## src/rtl/stopwatch_pkg.sv

```systemverilog
// Shared definitions for the stopwatch counter: control-state encoding, BCD digit type and
// display limits.
package stopwatch_pkg;

  localparam logic [1:0] ST_CLEAR = 2'b00;
  localparam logic [1:0] ST_RUN   = 2'b01;
  localparam logic [1:0] ST_STOP  = 2'b10;

  typedef logic [3:0] bcd_digit_t;

  localparam int unsigned HUND_MAX = 99;
  localparam int unsigned SEC_MAX  = 59;
  localparam int unsigned MIN_MAX  = 59;

  typedef enum logic [1:0] {ModeClear, ModeRun, ModeStop} mode_e;

  // The unused 2'b11 encoding behaves as STOP.
  function automatic mode_e decode_mode(logic [1:0] st);
    mode_e m;
    case (st)
      ST_CLEAR: m = ModeClear;
      ST_RUN:   m = ModeRun;
      ST_STOP:  m = ModeStop;
      default:  m = ModeStop;
    endcase
    return m;
  endfunction

  function automatic bcd_digit_t hi_digit(int unsigned lim);
    return bcd_digit_t'(lim / 10);
  endfunction

  function automatic bcd_digit_t lo_digit(int unsigned lim);
    return bcd_digit_t'(lim % 10);
  endfunction

endpackage

```

## src/rtl/stopwatch_counter_if.sv

```systemverilog
// Control and display bundle of the stopwatch counter. The lap input exists only when
// LAP_HOLD_EN is defined.
interface stopwatch_counter_if;

  logic [1:0] currentState;
  logic [7:0] hund_bcd;
  logic [7:0] sec_bcd;
  logic [7:0] min_bcd;
  logic       running;
  logic       ovf;
`ifdef LAP_HOLD_EN
  logic       lap;

  modport master (
    output currentState,
    output lap,
    input  hund_bcd,
    input  sec_bcd,
    input  min_bcd,
    input  running,
    input  ovf
  );

  modport slave (
    input  currentState,
    input  lap,
    output hund_bcd,
    output sec_bcd,
    output min_bcd,
    output running,
    output ovf
  );
`else
  modport master (
    output currentState,
    input  hund_bcd,
    input  sec_bcd,
    input  min_bcd,
    input  running,
    input  ovf
  );

  modport slave (
    input  currentState,
    output hund_bcd,
    output sec_bcd,
    output min_bcd,
    output running,
    output ovf
  );
`endif

endinterface

```

## src/rtl/bcd_digit_counter.sv

```systemverilog
// One BCD digit of the time cascade: counts 0..max_digit on enable, wraps and flags carry.
module bcd_digit_counter
  import stopwatch_pkg::*;
(
  input  logic       clk,
  input  logic       rst,
  input  logic       clr,
  input  logic       en,
  input  bcd_digit_t max_digit,
  output bcd_digit_t digit,
  output logic       carry
);

  bcd_digit_t digit_q, digit_d;

  // >= rather than == so a digit can never run past its limit.
  assign carry = en && (digit_q >= max_digit);

  always_comb begin
    digit_d = digit_q;
    if (clr) begin
      digit_d = '0;
    end else if (en) begin
      digit_d = carry ? bcd_digit_t'(0) : digit_q + 4'd1;
    end
  end

  always_ff @(posedge clk) begin
    if (rst) begin
      digit_q <= '0;
    end else begin
      digit_q <= digit_d;
    end
  end

  assign digit = digit_q;

endmodule

```

## src/rtl/stopwatch_counter.sv

```systemverilog
// BCD stopwatch (mm:ss.hh) driven by the timer control state. Define LAP_HOLD_EN to add a lap
// input that freezes the displayed value while the count keeps running.
module stopwatch_counter
  import stopwatch_pkg::*;
#(
  parameter int unsigned CLK_HZ  = 50000000,
  parameter int unsigned TICK_HZ = 100
) (
  input logic                c,
  input logic                r,
  stopwatch_counter_if.slave bus
);

  localparam int unsigned DIV = CLK_HZ / TICK_HZ;
  localparam int unsigned PW  = (DIV > 1) ? $clog2(DIV) : 1;
  localparam logic [PW-1:0] PRESC_LAST = PW'(DIV - 1);

  if (DIV < 2 || (CLK_HZ % TICK_HZ) != 0) begin : g_div_check
    $error("stopwatch_counter: CLK_HZ/TICK_HZ must be an integer >= 2");
  end

  mode_e         mode;
  logic [PW-1:0] presc_q, presc_d;
  logic          tick;
  logic          clr;
  logic          running_q, ovf_q;

  assign mode = decode_mode(bus.currentState);
  assign clr  = (mode == ModeClear);

  // The tick wraps the prescaler and advances the time on the same edge.
  always_comb begin
    presc_d = presc_q;
    tick    = 1'b0;
    unique case (mode)
      ModeClear: presc_d = '0;
      ModeRun: begin
        if (presc_q == PRESC_LAST) begin
          tick    = 1'b1;
          presc_d = '0;
        end else begin
          presc_d = presc_q + 1'b1;
        end
      end
      default: presc_d = presc_q;
    endcase
  end

  bcd_digit_t hund_lo, hund_hi, sec_lo, sec_hi, min_lo, min_hi;
  logic       hund_lo_carry, hund_carry, sec_lo_carry, sec_carry, min_lo_carry, min_carry;

  bcd_digit_counter u_hund_lo (
    .clk       (c),
    .rst       (r),
    .clr       (clr),
    .en        (tick),
    .max_digit (lo_digit(HUND_MAX)),
    .digit     (hund_lo),
    .carry     (hund_lo_carry)
  );

  bcd_digit_counter u_hund_hi (
    .clk       (c),
    .rst       (r),
    .clr       (clr),
    .en        (hund_lo_carry),
    .max_digit (hi_digit(HUND_MAX)),
    .digit     (hund_hi),
    .carry     (hund_carry)
  );

  bcd_digit_counter u_sec_lo (
    .clk       (c),
    .rst       (r),
    .clr       (clr),
    .en        (hund_carry),
    .max_digit (lo_digit(SEC_MAX)),
    .digit     (sec_lo),
    .carry     (sec_lo_carry)
  );

  bcd_digit_counter u_sec_hi (
    .clk       (c),
    .rst       (r),
    .clr       (clr),
    .en        (sec_lo_carry),
    .max_digit (hi_digit(SEC_MAX)),
    .digit     (sec_hi),
    .carry     (sec_carry)
  );

  bcd_digit_counter u_min_lo (
    .clk       (c),
    .rst       (r),
    .clr       (clr),
    .en        (sec_carry),
    .max_digit (lo_digit(MIN_MAX)),
    .digit     (min_lo),
    .carry     (min_lo_carry)
  );

  bcd_digit_counter u_min_hi (
    .clk       (c),
    .rst       (r),
    .clr       (clr),
    .en        (min_lo_carry),
    .max_digit (hi_digit(MIN_MAX)),
    .digit     (min_hi),
    .carry     (min_carry)
  );

  always_ff @(posedge c) begin
    if (r) begin
      presc_q   <= '0;
      running_q <= 1'b0;
      ovf_q     <= 1'b0;
    end else begin
      presc_q   <= presc_d;
      running_q <= (mode == ModeRun);
      ovf_q     <= min_carry;
    end
  end

  logic [23:0] live;
  logic [23:0] shown;

  assign live = {min_hi, min_lo, sec_hi, sec_lo, hund_hi, hund_lo};

`ifdef LAP_HOLD_EN
  logic        frozen_q, frozen_d;
  logic [23:0] snap_q, snap_d;

  // Capture the value on display when lap is first seen high in RUN.
  always_comb begin
    frozen_d = frozen_q;
    snap_d   = snap_q;
    if (clr) begin
      frozen_d = 1'b0;
      snap_d   = '0;
    end else if (!bus.lap) begin
      frozen_d = 1'b0;
    end else if (!frozen_q && mode == ModeRun) begin
      frozen_d = 1'b1;
      snap_d   = live;
    end
  end

  always_ff @(posedge c) begin
    if (r) begin
      frozen_q <= 1'b0;
      snap_q   <= '0;
    end else begin
      frozen_q <= frozen_d;
      snap_q   <= snap_d;
    end
  end

  assign shown = frozen_q ? snap_q : live;
`else
  assign shown = live;
`endif

  assign bus.hund_bcd = shown[7:0];
  assign bus.sec_bcd  = shown[15:8];
  assign bus.min_bcd  = shown[23:16];
  assign bus.running  = running_q;
  assign bus.ovf      = ovf_q;

endmodule

```

## src/flat_wrapper.sv

```systemverilog
// flat-port wrapper written by rule: the top's interface ports become plain ports
module stopwatch_counter_flat import stopwatch_pkg::*;
#(
  parameter int unsigned CLK_HZ  = 50000000,
  parameter int unsigned TICK_HZ = 100
)
  (c, r, bus_currentState, bus_hund_bcd, bus_sec_bcd, bus_min_bcd, bus_running, bus_ovf);
  stopwatch_counter_if bus_i ();
  input logic c;
  input logic r;
  input wire logic [$bits(bus_i.currentState)-1:0] bus_currentState;
  output wire logic [$bits(bus_i.hund_bcd)-1:0] bus_hund_bcd;
  output wire logic [$bits(bus_i.sec_bcd)-1:0] bus_sec_bcd;
  output wire logic [$bits(bus_i.min_bcd)-1:0] bus_min_bcd;
  output wire logic [$bits(bus_i.running)-1:0] bus_running;
  output wire logic [$bits(bus_i.ovf)-1:0] bus_ovf;
  assign bus_i.currentState = bus_currentState;
  assign bus_hund_bcd = bus_i.hund_bcd;
  assign bus_sec_bcd = bus_i.sec_bcd;
  assign bus_min_bcd = bus_i.min_bcd;
  assign bus_running = bus_i.running;
  assign bus_ovf = bus_i.ovf;
  stopwatch_counter #(.CLK_HZ(CLK_HZ), .TICK_HZ(TICK_HZ)) u_core (.c(c), .r(r), .bus(bus_i));
endmodule
```

## config.mk

```make
export PLATFORM = sky130hd
export DESIGN_NAME = stopwatch_counter_flat
export DESIGN_NICKNAME = d
export VERILOG_FILES = /design/src/rtl/stopwatch_pkg.sv /design/src/rtl/stopwatch_counter_if.sv /design/src/rtl/bcd_digit_counter.sv /design/src/rtl/stopwatch_counter.sv /design/src/flat_wrapper.sv
export SDC_FILE = /design/constraint.sdc
export NUM_CORES = 1
export LEC_CHECK = 0
export CORE_MARGIN = 2
export CORE_UTILIZATION = 55
export DETAILED_ROUTE_END_ITERATION = 7
export PLACE_DENSITY_LB_ADDON = 0.08
export SLEW_MARGIN = 20
export SYNTH_ARGS = -nofsm -noshare
export SYNTH_HDL_FRONTEND = slang
export SYNTH_SLANG_ARGS = --single-unit
```

## constraint.sdc

```tcl
create_clock -name c -period 7.3 [get_ports c]
set_input_delay 1.825 -clock c [delete_from_list [all_inputs] [get_ports c]]
set_output_delay 1.825 -clock c [all_outputs]
set_load 0.02 [all_outputs]
```

==> impl_metrics.csv <==
group,metric,value,unit
pwr,p_leak,0.982,nW
synthesis,synth_top_area_share,0.352,
cts,cts-root-buf,"clkbuf_8",
pwr,ir_worst_vdd,0.109,mV
synthesis,yosysMostFrequentCell,"dfxtp_1",
routing,ant_nets,0,
cts,cts_resized,0,
routing,drc,0,
worst_setup_path,start_kind,"input port",
cells_and_area,drive_above_1_share,0.0781,
pwr,power_density,140,nW/µm²
cts,cts_tree,"built",
timing,finalHoldViolCount,0,
synthesis,muxShareOfSynthArea,0.00783,
die,core.rowCount,24,
run,cap_viol_max_count,0,
cells_and_area,final_core_util,0.669,
routing,wl,5190,µm
worst_setup_path,path_cells,"clkdlybuf4s50_1, or2b_2, nor3b_2, nand3_2, or4_1, a21oi_1",
worst_setup_path,reg2regPathDepth,7,
die,dieArea,5210,µm²
cells_and_area,seq_area,901,µm²
routing,wire_per_inst,13.5,µm
place,place.gp.congestion,0.799,
worst_setup_path,cp_data_arrival_time,4010,ps
global_route,grt_pass1_vias,1959,
cells_and_area,num_antenna_cells,0,
timing,worst_pin_slew,957,ps
timing,rsz0062_at_grt,"no",
worst_setup_path,cp-end-kind,"register",
die,start_util,0.579,
synthesis,synth.distinct_cells,56,
worst_setup_path,cpMaxStageDelayCell,"or4_1",
routing,drt_pass1_iterations,4,
synthesis,synthSimpleGateAreaFrac,0.316,
run_status,status,"finished, final reports clean",
synthesis,synth_fa_ha_area_frac,0.0930,
synthesis,synth_top_family_by_area,"simple AND/OR/NAND/NOR gates",
timing,final_max_slew_viol_count,0,
synthesis,synth_enable_flop_cells,0,
cts,hold_buffers,0,
cts,clk_pin_slew_worst_paths,80,ps
place,dp_hpwl,3780,µm
global_route,grt_antenna_before_repair,0,
place,portBuffers,29,
hold_path,hold_end,"u_core.u_sec_hi.digit[3]$_SDFFE_PP0N_",
timing,min_period_over_period,0.517,
synthesis,yosys_register_bits,45,
routing,drtIter0Drc,113,
worst_setup_path,required,7530,ps
cts,clock_latency,300,ps
cts,cts_setup_buffers,0,
synthesis,yosys_warnings,0,
cells_and_area,final_nets,355,
hold_path,min_from,"u_core.u_sec_hi.digit[3]$_SDFFE_PP0N_",
worst_setup_path,rrSetupSlack,4770,ps
timing,fmax,265,MHz
cts,cts_sinks,45,
synthesis,synth.area.top_cells,"dfxtp_1 35%, ha_1 9.3%, a21oi_1 7.2%",
cells_and_area,area_delta_synth_final,15.5,%
die,die_h,72.2,µm
die,core,4410,µm²
worst_setup_path,slowest_delay,520,ps
synthesis,synth-xor-area-share,0.0103,
die,die_w,72.2,µm
global_route,gr-total-overflow,0,
worst_setup_path,crit_type,"input port to register",
synthesis,synthCells,304,
routing,dr_total_vias,2237,
hold_path,min_path_cells,2,
die,io_pins,30,
synthesis,yosys.area.top_type,"dfxtp_1",
routing,viasPerCell,5.81,
synthesis,synth_area,2560,µm²
worst_setup_path,cp_max_fo,9,
synthesis,async_flop_share,0,
worst_setup_path,crit_family,"simple AND/OR/NAND/NOR gates",
timing,period_needed,3770,ps
synthesis,synth-main-ff-cell,"dfxtp_1",
timing,setup_viol,0,
global_route,grt_pass1_wl,8800,µm
worst_setup_path,timing.rr.start,"u_core.u_sec_lo.digit[0]$_SDFFE_PP0N_",
cts,cts_buffer_depth,2,
cells_and_area,multi_input_area,1540,µm²
cts,cts_buffers,5,
synthesis,synth_seq_area_share,0.352,
cts,htreeDepth,2,
timing,fin_tns_setup,0,ps
synthesis,syn_avg_cell_area,8.41,µm²
timing,max_slew_margin,0.361,
cells_and_area,fillers,394,
global_route,grt_use_total,0.210,
worst_setup_path,rr_endpoint,"u_core.u_min_hi.digit[2]$_SDFFE_PP0N_",
synthesis,synth_compound_area_frac,0.174,
worst_setup_path,timing.critical_path.buf_inv,1,
hold_path,hold_class,"register to register",
synthesis,netlist_top_cells_count,"45 x dfxtp_1, 37 x a21oi_1, 27 x nand2_1",
synthesis,syn_nets,327,
timing,clock_skew,7.12,ps
global_route,grt_start_max_net_pins,21,
-- per-layer routing --
layer,up-vias,share of wire,track usage
li1,1156,-,-
met3,6,0.031,0.0375
met4,0,0.011,0.0881
met2,31,0.45,0.329
met1,1044,0.51,0.284
met5,-,0,0
-- per-stage QoR --
step / hold WS, ps / total power [mW] / worst slack, ps / std cells / cell area, µm²
after floorplan: 454 / 0.263 / 3980 / 304 / 2560
after global routing: 522 / 0.427 / 3330 / 385 / 2950
after global placement: 475 / 0.267 / 3260 / 377 / 2870
final: 489 / 0.412 / 3530 / 385 / 2950
after CTS: 492 / 0.417 / 3480 / 385 / 2950
after detailed placement: 481 / 0.268 / 3170 / 377 / 2870
-- worst reg2reg max path: cells and delay by family (launching register included) --
kind                       cells  cell delay, ps
buffers and inverters          1              90
adders and majority gates      1             190
AOI/OAI and AO/OA              2             550
DFF                            1             400
and+or+nand+nor                3            1230
-- registers in the layout, summed over array words and instances (netlist names) --
name	cells
u_core.u_hund_hi.digit	4
u_core.u_sec_lo.digit	4
u_core.u_sec_hi.digit	4
u_core.u_hund_lo.digit	4
u_core.bus.running	1
u_core.u_min_lo.digit	4
u_core.presc_q	19
u_core.u_min_hi.digit	4
u_core.bus.ovf	1
-- placed cells by master (no fill, tap or decap), drive strengths merged, types with 4 or more instances in the layout --
cell type and instances:
nand4 13, ha 19, o21ai 16, or4 4, inv 21, nand4b 5
nor2 15, dfxtp 45, nand2b 7, nand3 20, clkdlybuf4s50 29, or3 11
a31oi 5, a21oi 37, nor3 4, clkbuf 7, nand2 27
-- area by class of cell --
type | count | share of cell area
Sequential cell | 45 | 0.305
Multi-Input combinational cell | 230 | 0.520
Clock buffer | 7 | 0.0258
Tap cell | 52 | 0.0220
Clock inverter | 1 | 0.00254
Timing Repair Buffer | 29 | 0.0983
Inverter | 21 | 0.0267
-- power breakdown --
part           internal [mW]  total (mW)  switching [mW]
clock network         0.0678       0.150          0.0824
logic                0.00486      0.0150          0.0101
registers              0.246       0.247         0.00107
total                  0.319       0.412          0.0935
-- kinds of logic after synthesis --
| group | Yosys count |
|---|---|
| flip-flops | 45 |
| buffers and inverters | 29 |
| AO/OA/AOI/OAI | 74 |
| AND/OR/NAND/NOR | 132 |
| XOR/XNOR | 3 |
| adder cells (fa/ha/maj) | 19 |
| multiplexers | 2 |
-- worst max-delay path by stage --
stage                              startpoint                                    end  depth (start not counted)
after floorplan           bus_currentState[0]  u_core.u_min_hi.digit[2]$_SDFFE_PP0N_                          5
after global routing      bus_currentState[1]  u_core.u_min_hi.digit[2]$_SDFFE_PP0N_                          6
after global placement    bus_currentState[1]         u_core.presc_q[9]$_SDFFE_PP0P_                          6
after CTS                 bus_currentState[1]         u_core.presc_q[9]$_SDFFE_PP0P_                          6
after detailed placement  bus_currentState[1]         u_core.presc_q[9]$_SDFFE_PP0P_                          6
final                     bus_currentState[1]  u_core.u_min_hi.digit[2]$_SDFFE_PP0N_                          6
No activity file was read; power rests on OpenSTA's default activity.
